### config.mk
export PLATFORM = sky130hd
export DESIGN_NAME = axi_lite_arbiter_flat
export DESIGN_NICKNAME = d
export VERILOG_FILES = /design/src/rtl/axi_lite_pkg.sv /design/src/rtl/axi_lite_arbiter_if.sv /design/src/rtl/axi_lite_rr_pick.sv /design/src/rtl/axi_lite_arbiter.sv /design/src/flat_wrapper.sv
export SDC_FILE = /design/constraint.sdc
export NUM_CORES = 1
export LEC_CHECK = 0
export ABC_AREA = 0
export CORE_AREA = 2 2 118 120
export CTS_BUF_LIST = sky130_fd_sc_hd__clkbuf_8
export CTS_CLUSTER_SIZE = 20
export DETAILED_ROUTE_END_ITERATION = 10
export DIE_AREA = 0 0 120 122
export PLACE_DENSITY = 0.52
export SLEW_MARGIN = 20
export SYNTH_ARGS = -nofsm -noshare
export SYNTH_HDL_FRONTEND = slang
export SYNTH_SLANG_ARGS = --single-unit
### constraint.sdc
create_clock -name aclk -period 2.01 [get_ports aclk]
set_input_delay 0.402 -clock aclk [delete_from_list [all_inputs] [get_ports aclk]]
set_output_delay 0.402 -clock aclk [all_outputs]
set_load 0.01 [all_outputs]
### src/rtl/axi_lite_pkg.sv
// axi_lite_pkg: shared AXI4-Lite types, response codes and arbiter state encoding.
package axi_lite_pkg;
    typedef logic [11:0] addr_t;
    localparam logic [1:0] RESP_OKAY = 2'b00;
    localparam int ARB_MAX_M = 8;
    typedef enum logic [1:0] {IDLE, READ, WRITE} arb_state_t;
endpackage

### src/rtl/axi_lite_arbiter_if.sv
// axi_lite_arbiter_if: N-port AXI4-Lite bundle; master drives requests, slave drives responses.
interface axi_lite_arbiter_if #(
    parameter int N = 1,
    parameter int ADDR_W = 12,
    parameter int DATA_W = 32
);
    logic [N-1:0] awvalid, awready, wvalid, wready, bvalid, bready;
    logic [N-1:0] arvalid, arready, rvalid, rready;
    logic [N*ADDR_W-1:0] awaddr, araddr;
    logic [N*DATA_W-1:0] wdata, rdata;
    logic [N*2-1:0] bresp, rresp;
    modport master (
        output awvalid, awaddr, wvalid, wdata, bready, arvalid, araddr, rready,
        input awready, wready, bvalid, bresp, arready, rvalid, rdata, rresp
    );
    modport slave (
        input awvalid, awaddr, wvalid, wdata, bready, arvalid, araddr, rready,
        output awready, wready, bvalid, bresp, arready, rvalid, rdata, rresp
    );
endinterface

### src/rtl/axi_lite_rr_pick.sv
// axi_lite_rr_pick: picks the next requester after last (round-robin); with
// AXI_LITE_ARB_FIXED_PRIO_EN defined the lowest requesting index always wins.
module axi_lite_rr_pick
    import axi_lite_pkg::*;
#(
    parameter int N = 2,
    parameter int IW = $clog2(N)
) (
    input  logic [N-1:0]  req,
    input  logic [IW-1:0] last,
    output logic [IW-1:0] pick,
    output logic          valid
);
    assign valid = |req;
`ifdef AXI_LITE_ARB_FIXED_PRIO_EN
    logic unused_last;
    assign unused_last = ^last;
    // Scan downward so the lowest requesting index is the final assignment.
    always_comb begin
        pick = '0;
        for (int k = N - 1; k >= 0; k--) if (req[k]) pick = IW'(k);
    end
`else
    logic [IW-1:0] j;
    // Scan from the farthest offset back to last+1 so the nearest requester wins.
    always_comb begin
        pick = '0;
        j = '0;
        for (int k = N; k >= 1; k--) begin
            j = IW'((int'(last) + k) % N);
            if (req[j]) pick = j;
        end
    end
`endif
endmodule

### src/rtl/axi_lite_arbiter.sv
// axi_lite_arbiter: shares one AXI4-Lite slave between NUM_M masters, one transaction at a time.
// Define AXI_LITE_ARB_FIXED_PRIO_EN for fixed lowest-index priority instead of round-robin.
module axi_lite_arbiter
    import axi_lite_pkg::*;
#(
    parameter int NUM_M = 2,
    parameter int ADDR_W = 12,
    parameter int DATA_W = 32
) (
    input logic aclk,
    input logic areset,
    axi_lite_arbiter_if.slave m,
    axi_lite_arbiter_if.master s
);
    localparam int IW = $clog2(NUM_M);
    if (NUM_M < 2 || NUM_M > ARB_MAX_M) begin : g_num_m_chk
        $error("NUM_M out of range");
    end
    arb_state_t state, state_n;
    logic [IW-1:0] gnt, gnt_n, last, last_n, pick;
    logic aw_done, aw_done_n, w_done, w_done_n, pick_vld;
    logic [NUM_M-1:0] req;
    assign req = m.arvalid | m.awvalid;
    axi_lite_rr_pick #(.N(NUM_M), .IW(IW)) u_pick (
        .req(req),
        .last(last),
        .pick(pick),
        .valid(pick_vld)
    );
    // State, grant and round-robin registers; reset abandons any in-flight transaction.
    always_ff @(posedge aclk or posedge areset) begin
        if (areset) begin
            state <= IDLE;
            gnt <= '0;
            last <= IW'(NUM_M - 1);
            aw_done <= 1'b0;
            w_done <= 1'b0;
        end else begin
            state <= state_n;
            gnt <= gnt_n;
            last <= last_n;
            aw_done <= aw_done_n;
            w_done <= w_done_n;
        end
    end
    // Next-state logic plus combinational routing of the granted master's channels.
    always_comb begin
        state_n = state;
        gnt_n = gnt;
        last_n = last;
        aw_done_n = aw_done;
        w_done_n = w_done;
        s.awvalid = '0;
        s.awaddr = '0;
        s.wvalid = '0;
        s.wdata = '0;
        s.bready = '0;
        s.arvalid = '0;
        s.araddr = '0;
        s.rready = '0;
        m.awready = '0;
        m.wready = '0;
        m.bvalid = '0;
        m.bresp = '0;
        m.arready = '0;
        m.rvalid = '0;
        m.rdata = '0;
        m.rresp = '0;
        case (state)
            IDLE: if (pick_vld) begin
                state_n = m.arvalid[pick] ? READ : WRITE;
                gnt_n = pick;
                last_n = pick;
                aw_done_n = 1'b0;
                w_done_n = 1'b0;
            end
            READ: begin
                s.arvalid = m.arvalid[gnt];
                s.araddr = m.araddr[gnt*ADDR_W +: ADDR_W];
                s.rready = m.rready[gnt];
                m.arready[gnt] = s.arready;
                m.rvalid[gnt] = s.rvalid;
                m.rdata[gnt*DATA_W +: DATA_W] = s.rdata;
                m.rresp[gnt*2 +: 2] = s.rresp;
                state_n = (s.rvalid & s.rready) ? IDLE : READ;
            end
            WRITE: begin
                s.awvalid = m.awvalid[gnt] & ~aw_done;
                s.awaddr = m.awaddr[gnt*ADDR_W +: ADDR_W];
                s.wvalid = m.wvalid[gnt] & ~w_done;
                s.wdata = m.wdata[gnt*DATA_W +: DATA_W];
                s.bready = m.bready[gnt];
                m.awready[gnt] = s.awready & ~aw_done;
                m.wready[gnt] = s.wready & ~w_done;
                m.bvalid[gnt] = s.bvalid;
                m.bresp[gnt*2 +: 2] = s.bresp;
                aw_done_n = aw_done | (s.awvalid & s.awready);
                w_done_n = w_done | (s.wvalid & s.wready);
                state_n = (s.bvalid & s.bready) ? IDLE : WRITE;
            end
            default: state_n = IDLE;
        endcase
    end
endmodule

### src/flat_wrapper.sv
// flat-port wrapper written by rule: the top's interface ports become plain ports
module axi_lite_arbiter_flat import axi_lite_pkg::*;
#(
    parameter int NUM_M = 2,
    parameter int ADDR_W = 12,
    parameter int DATA_W = 32
)
  (aclk, areset, m_awvalid, m_awaddr, m_wvalid, m_wdata, m_bready, m_arvalid, m_araddr, m_rready, m_awready, m_wready, m_bvalid, m_bresp, m_arready, m_rvalid, m_rdata, m_rresp, s_awvalid, s_awaddr, s_wvalid, s_wdata, s_bready, s_arvalid, s_araddr, s_rready, s_awready, s_wready, s_bvalid, s_bresp, s_arready, s_rvalid, s_rdata, s_rresp);
  axi_lite_arbiter_if #(.N(2), .ADDR_W(ADDR_W), .DATA_W(DATA_W)) m_i ();
  axi_lite_arbiter_if #(.N(1), .ADDR_W(ADDR_W), .DATA_W(DATA_W)) s_i ();
  input logic aclk;
  input logic areset;
  input wire logic [$bits(m_i.awvalid)-1:0] m_awvalid;
  input wire logic [$bits(m_i.awaddr)-1:0] m_awaddr;
  input wire logic [$bits(m_i.wvalid)-1:0] m_wvalid;
  input wire logic [$bits(m_i.wdata)-1:0] m_wdata;
  input wire logic [$bits(m_i.bready)-1:0] m_bready;
  input wire logic [$bits(m_i.arvalid)-1:0] m_arvalid;
  input wire logic [$bits(m_i.araddr)-1:0] m_araddr;
  input wire logic [$bits(m_i.rready)-1:0] m_rready;
  output wire logic [$bits(m_i.awready)-1:0] m_awready;
  output wire logic [$bits(m_i.wready)-1:0] m_wready;
  output wire logic [$bits(m_i.bvalid)-1:0] m_bvalid;
  output wire logic [$bits(m_i.bresp)-1:0] m_bresp;
  output wire logic [$bits(m_i.arready)-1:0] m_arready;
  output wire logic [$bits(m_i.rvalid)-1:0] m_rvalid;
  output wire logic [$bits(m_i.rdata)-1:0] m_rdata;
  output wire logic [$bits(m_i.rresp)-1:0] m_rresp;
  output wire logic [$bits(s_i.awvalid)-1:0] s_awvalid;
  output wire logic [$bits(s_i.awaddr)-1:0] s_awaddr;
  output wire logic [$bits(s_i.wvalid)-1:0] s_wvalid;
  output wire logic [$bits(s_i.wdata)-1:0] s_wdata;
  output wire logic [$bits(s_i.bready)-1:0] s_bready;
  output wire logic [$bits(s_i.arvalid)-1:0] s_arvalid;
  output wire logic [$bits(s_i.araddr)-1:0] s_araddr;
  output wire logic [$bits(s_i.rready)-1:0] s_rready;
  input wire logic [$bits(s_i.awready)-1:0] s_awready;
  input wire logic [$bits(s_i.wready)-1:0] s_wready;
  input wire logic [$bits(s_i.bvalid)-1:0] s_bvalid;
  input wire logic [$bits(s_i.bresp)-1:0] s_bresp;
  input wire logic [$bits(s_i.arready)-1:0] s_arready;
  input wire logic [$bits(s_i.rvalid)-1:0] s_rvalid;
  input wire logic [$bits(s_i.rdata)-1:0] s_rdata;
  input wire logic [$bits(s_i.rresp)-1:0] s_rresp;
  assign m_i.awvalid = m_awvalid;
  assign m_i.awaddr = m_awaddr;
  assign m_i.wvalid = m_wvalid;
  assign m_i.wdata = m_wdata;
  assign m_i.bready = m_bready;
  assign m_i.arvalid = m_arvalid;
  assign m_i.araddr = m_araddr;
  assign m_i.rready = m_rready;
  assign m_awready = m_i.awready;
  assign m_wready = m_i.wready;
  assign m_bvalid = m_i.bvalid;
  assign m_bresp = m_i.bresp;
  assign m_arready = m_i.arready;
  assign m_rvalid = m_i.rvalid;
  assign m_rdata = m_i.rdata;
  assign m_rresp = m_i.rresp;
  assign s_awvalid = s_i.awvalid;
  assign s_awaddr = s_i.awaddr;
  assign s_wvalid = s_i.wvalid;
  assign s_wdata = s_i.wdata;
  assign s_bready = s_i.bready;
  assign s_arvalid = s_i.arvalid;
  assign s_araddr = s_i.araddr;
  assign s_rready = s_i.rready;
  assign s_i.awready = s_awready;
  assign s_i.wready = s_wready;
  assign s_i.bvalid = s_bvalid;
  assign s_i.bresp = s_bresp;
  assign s_i.arready = s_arready;
  assign s_i.rvalid = s_rvalid;
  assign s_i.rdata = s_rdata;
  assign s_i.rresp = s_rresp;
  axi_lite_arbiter #(.NUM_M(NUM_M), .ADDR_W(ADDR_W), .DATA_W(DATA_W)) u_core (.aclk(aclk), .areset(areset), .m(m_i), .s(s_i));
endmodule
# Word-level counts from Yosys, hierarchy flattened

Cells that the tools add are included.

Bits in registers: 6
Logic and storage cells: 97
Input port bits: 165
Output and inout port bits: 143

Add/subtract/negate cells: 4
Reduce and logical (&&, ||, !) cells: 6
Multiply operators: 1
Shifts and indexed selects: 8
Multiplexer cells: 44
Magnitude comparators: 5
Equal/unequal tests: 3
Bitwise logic cells: 21

Operators with widths:

| kind                                                   | count |
|---|---|
| variable part select 2 x 34 -> 4 bit                   | 2 |
| bitwise AND 64 bit                                     | 1 |
| two-way mux 64 bit                                     | 1 |
| variable shift 32 x 34 -> 64 bit, first input constant | 1 |
| variable part select 32 x 34 -> 64 bit                 | 1 |
| variable part select 64 x 7 -> 32 bit                  | 1 |
| variable part select 24 x 6 -> 12 bit                  | 2 |
| negation 2 -> 34 bit                                   | 1 |
| negation 6 -> 34 bit                                   | 1 |
| variable shift 2 x 34 -> 4 bit, first input constant   | 1 |
| two-way mux 32 bit                                     | 1 |
| two-way mux 1 bit                                      | 26 |
| two-way mux 12 bit                                     | 2 |
| two-way mux 2 bit                                      | 8 |
| bitwise AND 2 bit                                      | 5 |
| bitwise AND 1 bit                                      | 8 |
| bitwise AND 4 bit                                      | 2 |
| < comparator 1 x 2 -> 1 bit, second input constant     | 4 |
| two-way mux 4 bit                                      | 2 |
| one-hot mux 2 bit (3 select lines)                     | 1 |
| one-hot mux 1 bit (2 select lines)                     | 2 |
| AND reduction 2 bit                                    | 2 |
| multiplier 1 x 2 -> 3 bit, second input constant       | 1 |
| adder 1 bit, second input constant                     | 2 |
| other kinds (12)                                       | 14 |

# Longest topological paths before layout

Word-level depth: 10
Mapped depth: 6
Mapped depth without buffers: 3

# Modules after synthesis

Synthesis repeated with hierarchy kept, for this count alone.

Cells, all modules: 198
Area total of the unflattened synthesis: 1547.7 um^2

Modules (own cells, without submodules):

| module           | area an instance (um^2) | sequential area each (um^2) | cells each | instances |
|---|---|---|---|---|
| axi_lite_arbiter | 1534.0                  | 151.4                       | 196        | 1 |
| axi_lite_rr_pick | 13.8                    | 0.0                         | 2          | 1 |

# Worst setup path before layout

No wires, ideal clock.

Kind: register to output
Start point: register u_core.state[0]
End point: output s_wdata[24]
Data required time: 1.608 ns
Setup slack: 0.305 ns
Arrival time: 1.303 ns
Buffers on the path: 3
Stages on the path, launching flop included: 7
Path through: dfrtp_1 > nand2b_1 > buf_4 > nor2_2 > buf_6 > buf_2 > a22o_1

Cells in the longest elaborated chain, start to end: 2

Ends and longest elaborated chain:

| what                     | RTL line               | source |
|---|---|---|
| start: declaration       | axi_lite_arbiter.sv:19 | `arb_state_t state, state_n;` |
| start signal: assignment | axi_lite_arbiter.sv:39 | `state <= state_n;` |
| == test 2 bit            | axi_lite_arbiter.sv:69 | `case (state)` |
| two-way mux 32 bit       | axi_lite_arbiter.sv:69 |  |
| end: declaration         | flat_wrapper.sv:32     | `output wire logic [$bits(s_i.wdata)-1:0] s_wdata;` |

Every way passes these cells.

# Worst setup path after layout

Start point: register u_core.state[1]
End point: output s_araddr[7]

Cells in the longest elaborated chain, start to end: 2

Ends and longest elaborated chain:

| what                   | RTL line               | source |
|---|---|---|
| == test 2 x 1 -> 1 bit | axi_lite_arbiter.sv:69 |  |
| two-way mux 12 bit     | axi_lite_arbiter.sv:69 |  |
| end: declaration       | flat_wrapper.sv:35     | `output wire logic [$bits(s_i.araddr)-1:0] s_araddr;` |

Every way passes these cells.

==> summary.txt <==
First-pass GRT wire length = 17,700 µm
NumNets Final = 704
Met3 Use GR = 5.24%
CP Max Fanout = 6
GRT busiest layer = met2
Die Width = 120 µm
Post-route DRC violation count = 0
Ys Warns = 0
Hold Vio Cnt, Final = 0
Max-cap viol count = 0
Met2 usage = 29.2%
Clk_skew = 0.00411 ns
Starting density of the core = 11.4%
Routed wire length = 13,000 µm
FMAX = 501 MHz
Startpoint Class = flip-flop
Asr flop ratio synth = 100%
EDFF count, synth = 0
Required time at the worst-slack endpoint = 1.61 ns
Hpwl dp = 9480 µm
Overall via count from detail_route = 2,978
Worst path arrival time = 1.59 ns
Fin. max-slew vios = 0
Largest net degree at the start of global routing = 26
Flops & latches, synth = 6
Vias per cell = 4.15
Placed Area = 4960 µm²
Die area = 14,600 µm²
Worst Tran Pin Value = 0.255 ns
Area Overhead vs Synth = 222%
ANT cells = 0
Path depth of the worst reg2reg path = 5
RSZ-0062 raised after global routing = yes
Worst-Skew Late Latency = 0.23 ns
Clk sinks = 6
GPL Wtd Cong = 0.802
Fin area = 4950 µm²
Multi-input gate area = 1330 µm²
Port bufs = 307
DRT iter0 DRCs = 57
Routed len/inst = 18.1 µm
Total GRT Usage = 15.5%
Sequential area share after synthesis = 9.86%
Peak supply drop = 0.000571 V
Syn Area/Cell = 7.53 µm²
Crit path kind = flip-flop to output pin
Synthesized cell area = 1540 µm²
Post-CTS Hold Buffers = 0
Slew HR = 83.0%
IO Count = 308
Total area of sequential cells = 153 µm²
CTS H-tree depth = 1
Yosys cell types = 27
HP Class = input pin to async pin
Cells after Synth = 204
Most common library cell in the layout ignoring fill and taps = clkdlybuf4s50_1
Antenna violations before repair = 0
Post-Route Utilization = 36.6%
Clock tree buffer depth = 2
Vias in the first global route = 3,127
Critical Path Source = u_core.state[1]
Drt first pass iters = 4
Die Span Y = 122 µm
Period utilization = 99.2%
Post-synth top flop = dfrtp_1
Syn_nets = 369
PD cells = 988 nW/µm²
Antenna viol nets, final = 0
Minimum clock period = 1.99 ns
Core box area = 13,500 µm²
Share of layout cells above drive strength 1 = 38.1%
Num CTS Buffers = 3
Status = finished, final reports clean
Leakage power = 0.00238 µW
GR Util met1 = 17.2%
R2R Path Start = u_core.gnt
CTS root buffer = clkbuf_8
Commonest non-fill, non-tap cells in the layout = clkdlybuf4s50_1, and2_1, a22o_1, buf_2, clkbuf_2
TritonCTS clock tree = done
# fillers = 1,421
Rows = 43
GRT overflow = 0
Critical path endpoint category = output pin
Setup violators final = 0
Clock transition at path regs = 0.04 ns
worst paths after layout:
kind	end	slack, ns
worst max register to register	u_core.state[1]	0.62
worst min-delay path	u_core.w_done	0.41
worst max-delay path	s_araddr[7]	0.02
max in group asynchronous	u_core.last	1.33
worst min register to register	u_core.w_done	0.58
min in group aclk	u_core.w_done	0.58
area by class of cell:
class	count	share of cell area, %
clock inverters	1	0.0759
flip-flops and latches	6	3.09
multi-input cells	173	26.9
repair buffers	352	64.3
clock buffers	3	0.835
well taps	180	4.55
inverters	3	0.228
sequential cells by signal, summed over array words and instances, names as in the netlist:
register        count
u_core.aw_done      1
u_core.state        2
u_core.gnt          1
u_core.w_done       1
u_core.last         1
worst max-delay path, stage by stage (launching register included):
cell and delay (ns):
dfrtp_1 0.42, nand2b_4 0.19, nor2_4 0.17, buf_12 0.16
buf_16 0.12, a22o_1 0.16, buf_6 0.12
logic make-up after synthesis:
group | Yosys count | share of synthesized area (%)
simple gates | 100 | 39.5
buf+inv | 25 | 9.29
flops | 6 | 9.86
compound gates | 68 | 37.9
mux | 5 | 3.42
cell usage after synthesis, types with 2 or more instances:
master     n  area share, %
clkbuf_1   6            1.5
nor2_2     2           0.81
nand2_1    2           0.49
buf_4      4            2.0
and3b_1    2            1.1
inv_1      3           0.73
buf_6      3            2.2
mux2_2     2            1.5
nor2_1     8            2.0
buf_2      8            2.6
nand2b_1   2           0.81
nor3_1     3           0.98
a22o_1    60             34
nor4b_1    2            1.1
mux2i_1    3            2.0
dfrtp_1    5            8.1
and2_1    78             32
o21ai_0    2           0.65
stage by stage:
stage | std cells | total power [µW] | hold WS (ns) | setup WS, ns | TNS [ns]
after floorplan | 204 | 1910 | 0.192 | 0.305 | 0
after global placement | 693 | 4360 | 0.540 | -0.431 | -9.81
after detailed placement | 693 | 4350 | 0.542 | -0.368 | -10.24
after CTS | 712 | 4800 | 0.418 | -0.0545 | -0.302
after global routing | 718 | 5220 | 0.440 | -0.0698 | -0.703
final | 718 | 4890 | 0.411 | 0.0155 | 0
per-layer routing:
metal | up-vias | wire length, µm | share of wire (%)
met1 | 1366 | 4840 | 37
li1 | 1417 | - | -
met4 | 0 | 59 | 0.45
met2 | 190 | 6720 | 52
met3 | 5 | 1400 | 11
met5 | - | 0 | 0
report_power, final:
| group | switching, µW | total [µW] | internal, µW |
|---|---|---|---|
| clock network | 56.7 | 188 | 132 |
| logic | 1990 | 4450 | 2460 |
| registers | 62.7 | 249 | 187 |
| total | 2110 | 4890 | 2780 |
timing repair:
action                                  in CTS  in global routing
setup buffers                                8                  2
gates cloned                                 7                  5
endpoints found under the setup margin     143                109
gates resized for setup                    385                158
pin swaps                                    8                 13
No activity file was read; power rests on OpenSTA's default activity.
